### config.mk
export PLATFORM = sky130hd
export DESIGN_NAME = ncr_seq
export DESIGN_NICKNAME = d
export VERILOG_FILES = /design/src/rtl/ncr_seq.sv
export SDC_FILE = /design/constraint.sdc
export NUM_CORES = 1
export LEC_CHECK = 0
export CAP_MARGIN = 20
export CORE_MARGIN = 10
export CORE_UTILIZATION = 45
export CTS_CLUSTER_DIAMETER = 40
export CTS_CLUSTER_SIZE = 25
export DETAILED_ROUTE_END_ITERATION = 8
export PLACE_DENSITY_LB_ADDON = 0.15
export SLEW_MARGIN = 10
export SYNTH_ARGS = -nofsm -noshare
export SYNTH_HDL_FRONTEND = slang
export SYNTH_SLANG_ARGS = --single-unit
export TNS_END_PERCENT = 100
### constraint.sdc
create_clock -name clk -period 11.1 [get_ports clk]
set_clock_uncertainty 0.15 [all_clocks]
set_input_delay 2.22 -clock clk [delete_from_list [all_inputs] [get_ports clk]]
set_output_delay 2.22 -clock clk [all_outputs]
set_load 0.1 [all_outputs]
### src/rtl/ncr_seq.sv
// Sequential binomial-coefficient engine: C(n,r) via acc = acc*(n-k+i)/i, i = 1..k.
// One multiply cycle and W restoring-division cycles per factor; start/done handshake.
module ncr_seq #(
  parameter int unsigned N   = 4,
  parameter int unsigned OUT = 32
) (
  input  logic           clk,
  input  logic           rst_n,
  input  logic           start,
  input  logic [N-1:0]   n_in,
  input  logic [N-1:0]   r_in,
  output logic           busy,
  output logic           done,
  output logic [OUT-1:0] result,
  output logic           err
);

  localparam int unsigned W    = OUT + N;
  localparam int unsigned CntW = $clog2(W);

  typedef enum logic [1:0] {StIdle, StMul, StDiv, StFin} state_e;

  state_e         state_q, state_d;
  logic [N-1:0]   n_q, n_d;
  logic [N-1:0]   k_q, k_d;
  logic [N-1:0]   i_q, i_d;
  logic [N-1:0]   rem_q, rem_d;
  logic [W-1:0]   acc_q, acc_d;
  logic [CntW-1:0] cnt_q, cnt_d;
  logic           pend_err_q, pend_err_d;

  logic           busy_q, busy_d;
  logic           done_q, done_d;
  logic [OUT-1:0] result_q, result_d;
  logic           err_q, err_d;

  logic [N-1:0]   n_minus_r;
  logic [N-1:0]   k_in;
  logic           r_gt_n;
  logic [N-1:0]   factor;
  logic [N:0]     trial;
  logic           fits;
  logic           div_last;

  assign r_gt_n    = r_in > n_in;
  assign n_minus_r = n_in - r_in;
  assign k_in      = (r_in < n_minus_r) ? r_in : n_minus_r;
  assign factor    = n_q - k_q + i_q;

  // Acc doubles as the dividend shift register; quotient bits enter at the LSB.
  assign trial     = {rem_q, acc_q[W-1]};
  assign fits      = trial >= {1'b0, i_q};
  assign div_last  = cnt_q == CntW'(W - 1);

  always_ff @(posedge clk or negedge rst_n) begin
    if (!rst_n) begin
      state_q    <= StIdle;
      n_q        <= '0;
      k_q        <= '0;
      i_q        <= '0;
      rem_q      <= '0;
      acc_q      <= '0;
      cnt_q      <= '0;
      pend_err_q <= 1'b0;
      busy_q     <= 1'b0;
      done_q     <= 1'b0;
      result_q   <= '0;
      err_q      <= 1'b0;
    end else begin
      state_q    <= state_d;
      n_q        <= n_d;
      k_q        <= k_d;
      i_q        <= i_d;
      rem_q      <= rem_d;
      acc_q      <= acc_d;
      cnt_q      <= cnt_d;
      pend_err_q <= pend_err_d;
      busy_q     <= busy_d;
      done_q     <= done_d;
      result_q   <= result_d;
      err_q      <= err_d;
    end
  end

  always_comb begin
    state_d    = state_q;
    n_d        = n_q;
    k_d        = k_q;
    i_d        = i_q;
    rem_d      = rem_q;
    acc_d      = acc_q;
    cnt_d      = cnt_q;
    pend_err_d = pend_err_q;
    unique case (state_q)
      StIdle: begin
        if (start) begin
          n_d        = n_in;
          k_d        = k_in;
          pend_err_d = r_gt_n;
          if (r_gt_n || (k_in == '0)) begin
            state_d = StFin;
          end else begin
            acc_d   = W'(1);
            i_d     = N'(1);
            state_d = StMul;
          end
        end
      end
      StMul: begin
        acc_d   = acc_q * W'(factor);
        rem_d   = '0;
        cnt_d   = '0;
        state_d = StDiv;
      end
      StDiv: begin
        rem_d = fits ? (trial[N-1:0] - i_q) : trial[N-1:0];
        acc_d = {acc_q[W-2:0], fits};
        cnt_d = cnt_q + CntW'(1);
        if (div_last) begin
          if (i_q == k_q) begin
            state_d = StIdle;
          end else begin
            i_d     = i_q + N'(1);
            state_d = StMul;
          end
        end
      end
      StFin: begin
        state_d = StIdle;
      end
      default: begin
        state_d = StIdle;
      end
    endcase
  end

  always_comb begin
    busy_d   = (state_d == StMul) || (state_d == StDiv);
    done_d   = 1'b0;
    result_d = result_q;
    err_d    = err_q;
    if (state_q == StFin) begin
      done_d   = 1'b1;
      result_d = pend_err_q ? '0 : OUT'(1);
      err_d    = pend_err_q;
    end else if ((state_q == StDiv) && div_last && (i_q == k_q)) begin
      done_d   = 1'b1;
      result_d = acc_d[OUT-1:0];
      err_d    = 1'b0;
    end
  end

  assign busy   = busy_q;
  assign done   = done_q;
  assign result = result_q;
  assign err    = err_q;

endmodule

Yosys cells after proc, flatten, opt, wreduce, memory -nomap -nowiden:

Cells that the tools add are included.

* $add $sub $neg: 6
* multipliers: 1
* order comparisons: 3
* equality and inequality tests: 11
* muxes and demuxes: 24
* reductions and logical operators: 13

Operators by type and width (count)
* 36-bit one-hot mux with 3 select lines: 1
* 36-bit 2-to-1 mux: 2
* 32-bit 2-to-1 mux: 2
* 36-bit by 4-bit multiplier with 36-bit output: 1
* 4-bit 2-to-1 mux: 6
* 4-bit one-hot mux with 2 select lines: 2
* 6-bit one-hot mux with 2 select lines: 1
* 4-bit subtractor: 3
* 2-bit inequality test, second input constant: 4
* 2-bit one-hot mux with 4 select lines: 1
* 6-bit by 1-bit adder with 6-bit output, second input constant: 1
* 2-bit equality test, second input constant: 3
* 6-bit equality test, second input constant: 1
* 1-bit 2-to-1 mux: 6
* 2-bit 2-to-1 mux: 3
* 2-bit nonzero test: 3
* 5-bit by 4-bit greater-or-equal comparator with 1-bit output: 1
* 5-bit AND reduction: 1
* 4-bit by 1-bit adder with 4-bit output, second input constant: 1
* 4-bit adder: 1
* 2-bit by 1-bit equality test with 1-bit output, second input constant: 2
* 4-bit equality test: 1
* 4-bit > comparator: 1
* 4-bit zero test: 1
* 7 further kinds: 9

* register bits: 96
* input bits: 11
* output and inout port bits: 35
* logic and storage cells: 71

Logic depth before layout (Yosys ltp):

Gate-level depths: netlist of run 1.

* depth after elaboration: 10
* mapped depth: 23
* mapped depth without buffers: 21

Worst setup path before layout of run 1:

No wires, ideal clock.

* kind: flip-flop to flip-flop
* from: register i_q[1]
* to: register result_q[30] (netlist: result[30])
* library setup time: 135 ps
* arrival: 5320 ps
* data required time: 10815 ps
* setup slack: 5495 ps
* stages on the path, launching flop included: 23
* path buffers: 1
* period minus slack after synthesis: 5605 ps
* cells stage by stage: dfrtp_1 inv_1 fa_1 inv_1 ha_1 a21o_1 a21oi_1 xnor2_1 clkbuf_1 and2_1 fa_1 inv_1 fa_1 inv_1 ha_1 a21o_1 a221o_1 a2111oi_2 o32a_2 a21oi_2 or3_1 a32oi_1 a211oi_1

* cells in the longest elaborated chain, start to end: 5
* elaborated cells on any way between the ends: 8
* classes of those cells: add/sub (1); mul (1); eq/ne (1); mux (3); reduce/logical (2)

Ends and longest elaborated chain
* start: declaration: line 26 `logic [N-1:0] i_q, i_d;`
* start signal: assignment: line 73 `i_q <= i_d;`
* 4-bit adder: line 48 `assign factor = n_q - k_q + i_q;`
* 36-bit by 4-bit multiplier with 36-bit output: line 110 `acc_d = acc_q * W'(factor);`
* 36-bit one-hot mux with 3 select lines: line 94 `unique case (state_q)`
* 32-bit 2-to-1 mux: line 146 `end else if ((state_q == StDiv) && div_last && (i_q == k_q)) begin`
* 32-bit 2-to-1 mux: line 142 `if (state_q == StFin) begin`
* end signal: assignment: line 80 `result_q <= result_d;`
* end: declaration: line 34 `logic [OUT-1:0] result_q, result_d;`

Several ways; a longest one is shown, not always the timed one. The select of a mux whose other input is x is not followed.
A chain may end at the register's enable or synchronous reset.

Final worst setup path of run 1:

* from: register i_q[1]
* to: register acc_q[28]

* cells in the longest elaborated chain, start to end: 3

Ends and longest elaborated chain
* 4-bit adder: line 48
* 36-bit by 4-bit multiplier with 36-bit output: line 110
* 36-bit one-hot mux with 3 select lines: line 94
* named net acc_d[28]: line 28 `logic [W-1:0] acc_q, acc_d;`
* end signal: assignment: line 62 `acc_q <= '0;`
* end signal: assignment: line 75 `acc_q <= acc_d;`
* end: declaration: line 28

The timed path passes the listed nets, and every way through them passes these cells.

==> qor.txt, run 1 <==
FP Rows - 52
Tmin final - 6.20 ns
Layout Utilization - 0.511
multi-input logic area - 0.00624 sq mm
placed cell areas - 0.0101 sq mm
hold violation count in the final report - 0
Vias - 7717
RSZ-0062 raised after global routing - no
post-synthesis cell type count - 74
Pre-Repair DR Iteration Count - 7
# hold bufs at CTS - 0
Tcrit/Tclk final - 0.558
max_cap viols - 0
maximum number of pins on one net before global-route repair - 62
nets - 1262
Storage cell area - 0.00240 sq mm
EDFF count, synth - 0
Die X - 165 um
Die Height - 165 um
DR iter-0 viols - 511
startpoint types - flip-flop
share of the synthesized area in the top cell type - 0.254
Yosys top cell by area - dfrtp_1
number of synthesized register bits - 96
Fillers - 2005
Finished Cell Area - 0.0104 sq mm
Post-route DRC - 0
initial antenna violation count - 0
first-pass GRT wire length - 39.6 mm
CTS clk-pin slew, worst paths - 0.07 ns
Req. time, crit path - 11.19 ns
Avg Cell Area, Syn - 8.58 sq um
post-DP HPWL - 17.0 mm
vias in the first global route - 7645
Area contributors post-synth - dfrtp_1 (25%), fa_1 (15%), ha_1 (7.7%), and2_1 (6.7%), inv_1 (6.3%)
CTS resizes - 0
syn_nets - 1242
Setup Fix Bufs, Post-CTS - 0
Routed WL per cell - 16.9 um
# IOs - 46
cts bufs inserted - 9
I/O Buffers - 45
Post-Syn Instances - 1103
crit-path max FO - 33
DRT antenna net count - 0
Crit Path Class - flip-flop to flip-flop
Slew HR - 0.309
Min-Delay Path Class - flip-flop to flip-flop
initial core utilization - 0.463
via/cell ratio - 5.52
Crit. End Element - flip-flop
clk root buf - clkbuf_16
Synth Cell Area - 0.00946 sq mm
GRT Overall Usage - 0.179
Clock Latency Late Sink - 0.36 ns
Inserted Diodes - 0
Max clock buf depth - 2
CTS sink count - 96
max-slew violation count - 0
total wire length - 23.6 mm
Max H-tree Level - 3
TritonCTS clock tree - done
GP Congestion - 0.882
register area share after synthesis - 0.254
critical path arrival - 6.29 ns
total negative slack - 0 ns
outcome - finished clean
asr flop ratio synth - 1.00
Yosys warnings - 0
Setup violations, final - 0
Die ar. - 0.0272 sq mm
share of cells above drive strength 1 - 0.0434
worst slew pin tran - 1.03 ns
GRT Residual Overflow - 0
synthesis-to-layout area growth - 10.3%
Core ar. - 0.0204 sq mm
ys flop type - dfrtp_1
Peak Freq - 161 MHz
[metrics by stage]
step | worst slack, ns | hold WS [ns] | std cells
2_1_floorplan | 5.49 | 0.295 | 1103
3_3_place_gp | 4.86 | 0.330 | 1381
3_5_place_dp | 4.78 | 0.342 | 1381
4_1_cts | 4.86 | 0.352 | 1397
5_1_grt | 4.54 | 0.389 | 1398
6_report | 4.90 | 0.349 | 1398
[final cells by class]
cell class / instances / share of cell area
multi-input combinational: 800 / 0.599
inverter: 159 / 0.0572
sequential: 96 / 0.230
timing repair buffer: 57 / 0.0513
tap: 270 / 0.0324
clock inverter: 6 / 0.00720
clock buffer: 10 / 0.0229
[kinds of logic (layout without fill, tap and decap cells)]
| group | Yosys count | after routing | synth area share |
|---|---|---|---|
| fa+ha+maj | 128 | 128 | 0.225 |
| mux | 13 | 13 | 0.0146 |
| xor+xnor | 38 | 38 | 0.0352 |
| buf+inv | 207 | 232 | 0.0885 |
| simple gates | 358 | 358 | 0.189 |
| flops | 96 | 96 | 0.254 |
| compound gates | 263 | 263 | 0.194 |
[metal layers]
layer  track usage  routed length, um  vias to the layer above
met5             0                  0                        -
li1              -                  -                     3770
met2         0.303              11300                      163
met3        0.0251               1040                       28
met1         0.236              10900                     3756
met4        0.0423                326                        0
[layout by cell type, fill, tap and decap left out, drive strengths merged, types with 7 or more instances in the layout]
master,synthesis,final
a211oi,31,31
a21o,19,19
a21oi,55,55
a222oi,23,23
a31oi,9,9
and2,101,101
and3,10,10
buf,12,13
clkbuf,35,10
clkdlybuf4s50,0,44
dfrtp,96,96
fa,70,70
ha,58,58
inv,158,162
mux2i,7,7
nand2,91,91
nand3,18,18
nor2,85,85
nor2b,11,11
nor3,13,13
o21ai,51,51
xnor2,19,19
xor2,19,19
[final timing paths]
check                                       startpoint                     end  slack (ns)  depth (start not counted)
worst min register to register  pend_err_q$_DFFE_PN0P_   result[0]$_DFFE_PN0P_        0.35                          1
worst max register to register      i_q[1]$_DFFE_PN0P_     acc_q[28]$_DFF_PN0_        4.90                         22
max in group asynchronous                        rst_n  result[24]$_DFFE_PN0P_        7.98                          2
worst min-delay path            pend_err_q$_DFFE_PN0P_   result[0]$_DFFE_PN0P_        0.35                          1
worst max-delay path                i_q[1]$_DFFE_PN0P_     acc_q[28]$_DFF_PN0_        4.90                         22
min in group asynchronous                        rst_n      acc_q[3]$_DFF_PN0_        1.71                          1
[flip-flops by register name (all words and copies together) (netlist names), 2 cells and up]
| name | flops |
|---|---|
| k_q | 4 |
| cnt_q | 6 |
| rem_q | 4 |
| i_q | 4 |
| acc_q | 36 |
| n_q | 4 |
| result | 32 |
| state_q | 2 |
[cell usage after synthesis, drive strengths merged, types with 18 or more instances]
cell    number
a222oi      23
dfrtp       96
and2       101
a21o        19
a211oi      31
inv        158
fa          70
ha          58
o21ai       51
clkbuf      35
nand3       18
a21oi       55
nor2        85
xor2        19
xnor2       19
nand2       91
[critical path: stages, from the launching register on]
cell     delay [ns]
dfrtp_1        0.41
inv_1          0.15
fa_1           0.50
inv_1          0.06
ha_1           0.27
a21o_1         0.15
a21oi_1        0.22
xnor2_2        0.09
buf_4          0.24
and2_1         0.22
fa_1           0.53
inv_1          0.05
fa_1           0.53
inv_1          0.04
ha_1           0.35
a21oi_1        0.11
o22ai_1        0.22
o22ai_1        0.22
o31ai_1        0.74
a41oi_1        0.23
xor2_1         0.20
o21ai_1        0.10
mux2_2         0.28
Power of run 1 is left out: the tool's default activity adds up to more than one toggle a clock period on the data nets, which glitch-free logic cannot reach.
==> inputs of run 2 (changes only) <==
==> constraint.sdc (replaced) <==
create_clock -name clk -period 6.1 [get_ports clk]
set_clock_uncertainty 0.15 [all_clocks]
set_input_delay 1.22 -clock clk [delete_from_list [all_inputs] [get_ports clk]]
set_output_delay 1.22 -clock clk [all_outputs]
set_load 0.1 [all_outputs]
==> run 2 against run 1 <==
  * Via count grew 2.7%
  * Global-route usage grew 0.79 points
  * Routed wire length grew 4.6%
  * Clock-buffer cell count shrank 1
  * Worst hold slack gained 0.028 ns
  * Critical path depth grew 1
  * Maximum frequency grew 6.1%
  * Critical endpoint is now acc_q[34]$_DFFE_PN0P_
  * Non-clock buffer count grew 22
==> qor.txt, run 2 (synthesis gave the netlist of run 1 again) <==
CP max stage delay - 0.54 ns (was 0.74 ns)
maximum number of pins on one net before global-route repair - 63 (was 62)
Storage cell area - 0.00240 sq mm (unchanged)
critical path arrival - 5.93 ns (was 6.29 ns)
TritonCTS clock tree - done (unchanged)
synthesis-to-layout area growth - 13.3% (was 10.3%)
Max H-tree Level - 3 (unchanged)
vias in the first global route - 7959 (was 7645)
Crit Path Class - flip-flop to flip-flop (unchanged)
RR Startpoint - i_q[1]$_DFFE_PN0P_ (unchanged)
crit-path max FO - 10 (was 33)
Slew HR - 0.323 (was 0.309)
Max clock buf depth - 2 (unchanged)
CTS sink count - 96 (unchanged)
Min Hold Slack - 0.378 ns (was 0.349 ns)
total wire length - 24.7 mm (was 23.6 mm)
end of the critical path - acc_q[34]$_DFFE_PN0P_ (was acc_q[28]$_DFF_PN0_)
CTS clk-pin slew, worst paths - 0.08 ns (was 0.07 ns)
Core ar. - 0.0204 sq mm (unchanged)
worst slew pin tran - 1.01 ns (was 1.03 ns)
RSZ-0062 raised after global routing - yes (was no)
max_cap viols - 0 (unchanged)
startpoint types - flip-flop (unchanged)
FP Rows - 52 (unchanged)
Crit. End Element - flip-flop (unchanged)
commonest non-fill, non-tap cell in the layout - inv_1 (unchanged)
Routed WL per cell - 17.4 um (was 16.9 um)
# IOs - 46 (unchanged)
Peak Freq - 171 MHz (was 161 MHz)
R2R Setup Slk - 0.26 ns (was 4.90 ns)
Finished Cell Area - 0.0107 sq mm (was 0.0104 sq mm)
share of cells above drive strength 1 - 0.0748 (was 0.0434)
Clock Latency Late Sink - 0.37 ns (was 0.36 ns)
DP Worst Slack - 0.0461 ns (was 4.78 ns)
Die X - 165 um (unchanged)
Setup violations, final - 0 (unchanged)
number of flip-flops in the largest register - 36 (unchanged)
Cell Count Post-Placement - 1402 (was 1381)
GP Congestion - 0.905 (was 0.882)
outcome - finished clean (unchanged)
Biggest register - acc_q (unchanged)
worst flop-to-flop path endpoint - acc_q[34]$_DFFE_PN0P_ (was acc_q[28]$_DFF_PN0_)
# hold bufs at CTS - 0 (unchanged)
I/O Buffers - 45 (unchanged)
critical path's top delay family - adder cells (unchanged)
initial antenna violation count - 0 (unchanged)
Tmin final - 5.84 ns (was 6.20 ns)
final worst setup slack - 0.257 ns (was 4.90 ns)
placed cell areas - 0.0103 sq mm (was 0.0101 sq mm)
DRT antenna net count - 0 (unchanged)
Vias - 7922 (was 7717)
Post-route DRC - 0 (unchanged)
first-pass GRT wire length - 41.5 mm (was 39.6 mm)
GRT Residual Overflow - 0 (unchanged)
multi-input logic area - 0.00635 sq mm (was 0.00624 sq mm)
Worst R2R Path Depth - 23 (was 22)
commonest non-fill, non-tap cells in the layout - inv_1 (157), and2_1 (100), dfrtp_1 (96), nand2_1 (91), nor2_1 (84) (was inv_1 (158), and2_1 (101), dfrtp_1 (96), nand2_1 (91), nor2_1 (84))
Setup crit start - i_q[1]$_DFFE_PN0P_ (unchanged)
hold violation count in the final report - 0 (unchanged)
Fillers - 1992 (was 2005)
DR iter-0 viols - 604 (was 511)
Min-Delay Path Class - flip-flop to flip-flop (unchanged)
Worst Path Buf+Inv - 6 (was 5)
cts bufs inserted - 9 (unchanged)
Die ar. - 0.0272 sq mm (unchanged)
post-DP HPWL - 17.7 mm (was 17.0 mm)
Req. time, crit path - 6.18 ns (was 11.19 ns)
crit path cell chain - inv_2 -> fa_1 -> inv_1 -> ha_1 -> a21o_1 -> a21oi_4 -> xnor2_4 -> buf_2 -> and2_1 -> fa_1 -> inv_1 -> fa_1 -> inv_1 -> ha_1 -> buf_4 -> a211oi_1 -> o21ai_0 -> a31oi_1 -> o31ai_2 -> a31o_1 -> a211oi_2 -> xor2_1 -> o221ai_1 (was inv_1 -> fa_1 -> inv_1 -> ha_1 -> a21o_1 -> a21oi_1 -> xnor2_2 -> buf_4 -> and2_1 -> fa_1 -> inv_1 -> fa_1 -> inv_1 -> ha_1 -> a21oi_1 -> o22ai_1 -> o22ai_1 -> o31ai_1 -> a41oi_1 -> xor2_1 -> o21ai_1 -> mux2_2)
clk root buf - clkbuf_16 (unchanged)
Pre-Repair DR Iteration Count - 6 (was 7)
nets - 1284 (was 1262)
GRT Overall Usage - 0.187 (was 0.179)
Inserted Diodes - 0 (unchanged)
max-slew violation count - 0 (unchanged)
Tcrit/Tclk final - 0.958 (was 0.558)
post-route insts no fill - 1420 (was 1398)
initial core utilization - 0.463 (unchanged)
Die Height - 165 um (unchanged)
CP Depth - 23 (was 22)
slowest stage cell on the critical path - fa_1 (was o31ai_1)
via/cell ratio - 5.58 (was 5.52)
run 2: cell types whose count changed in the layout (fill, tap and decap cells not counted), moves of 2 or more:
cell,previous run,this run
ha_1,57,54
ha_4,0,3
a21oi_2,1,3
buf_4,12,31
a211oi_2,0,3
a211oi_1,31,28
buf_6,0,2
a21oi_1,54,51
inv_8,1,4
run 2: how the worst min path moves through the flow:
| stage | startpoint | end | depth (start not counted) | slack, ns |
|---|---|---|---|---|
| after floorplan | pend_err_q$_DFFE_PN0P_ | result[0]$_DFFE_PN0P_ | 1 | 0.30 |
| after global placement | pend_err_q$_DFFE_PN0P_ | result[0]$_DFFE_PN0P_ | 1 | 0.36 |
| after detailed placement | err$_DFFE_PN0P_ | err$_DFFE_PN0P_ | 2 | 0.37 |
| after CTS | pend_err_q$_DFFE_PN0P_ | result[0]$_DFFE_PN0P_ | 1 | 0.37 |
| after global routing | pend_err_q$_DFFE_PN0P_ | result[0]$_DFFE_PN0P_ | 1 | 0.41 |
| final | pend_err_q$_DFFE_PN0P_ | result[0]$_DFFE_PN0P_ | 1 | 0.38 |
run 2: metal layers:
layer | share of wire | up-vias | global-route usage
met5 | 0 | - | 0
met4 | 0.012 | 0 | 0.0399
met3 | 0.048 | 29 | 0.0251
met2 | 0.47 | 209 | 0.304
met1 | 0.47 | 3853 | 0.259
li1 | - | 3831 | -
run 2: cell type report:
type,count,share of cell area
multi-input combinational,800,0.593
sequential,96,0.224
timing repair buffer,79,0.0659
inverter,159,0.0557
tap,270,0.0315
clock buffer,9,0.0210
clock inverter,7,0.00864
run 2: timing repair:
| item | in CTS | in global routing |
|---|---|---|
| endpoints found under the setup margin | 0 | 27 |
| setup buffers | 0 | 0 |
| resized for setup | 0 | 20 |
run 2: per-stage QoR:
| step | utilization | setup TNS, ns |
|---|---|---|
| 2_1_floorplan | - | 0 |
| 3_3_place_gp | 0.503 | 0 |
| 3_5_place_dp | 0.503 | 0 |
| 4_1_cts | 0.518 | 0 |
| 5_1_grt | 0.524 | -0.222 |
| 6_report | 0.524 | 0 |
run 2: worst register-to-register path, delay by kind of cell (launching register included):
family                     cells  cell delay (ns)
DFF                            1             0.44
adders and majority gates      5             2.13
xor gates and xnor gates       2             0.32
buffers and inverters          6             0.65
AOI/OAI and AO/OA              9             1.82
and+or+nand+nor                1             0.20
Power of run 2 is left out for the same reason.
==> inputs of run 3 (changes only) <==
--- a/config.mk
+++ b/config.mk
@@ -16,4 +16,3 @@
 export SYNTH_ARGS = -nofsm -noshare
 export SYNTH_HDL_FRONTEND = slang
 export SYNTH_SLANG_ARGS = --single-unit
-export TNS_END_PERCENT = 100
==> results of run 3 <==
Same layout as run 2: the final DEF is identical, and so are final timing and power.
Power of run 3 is left out for the same reason.
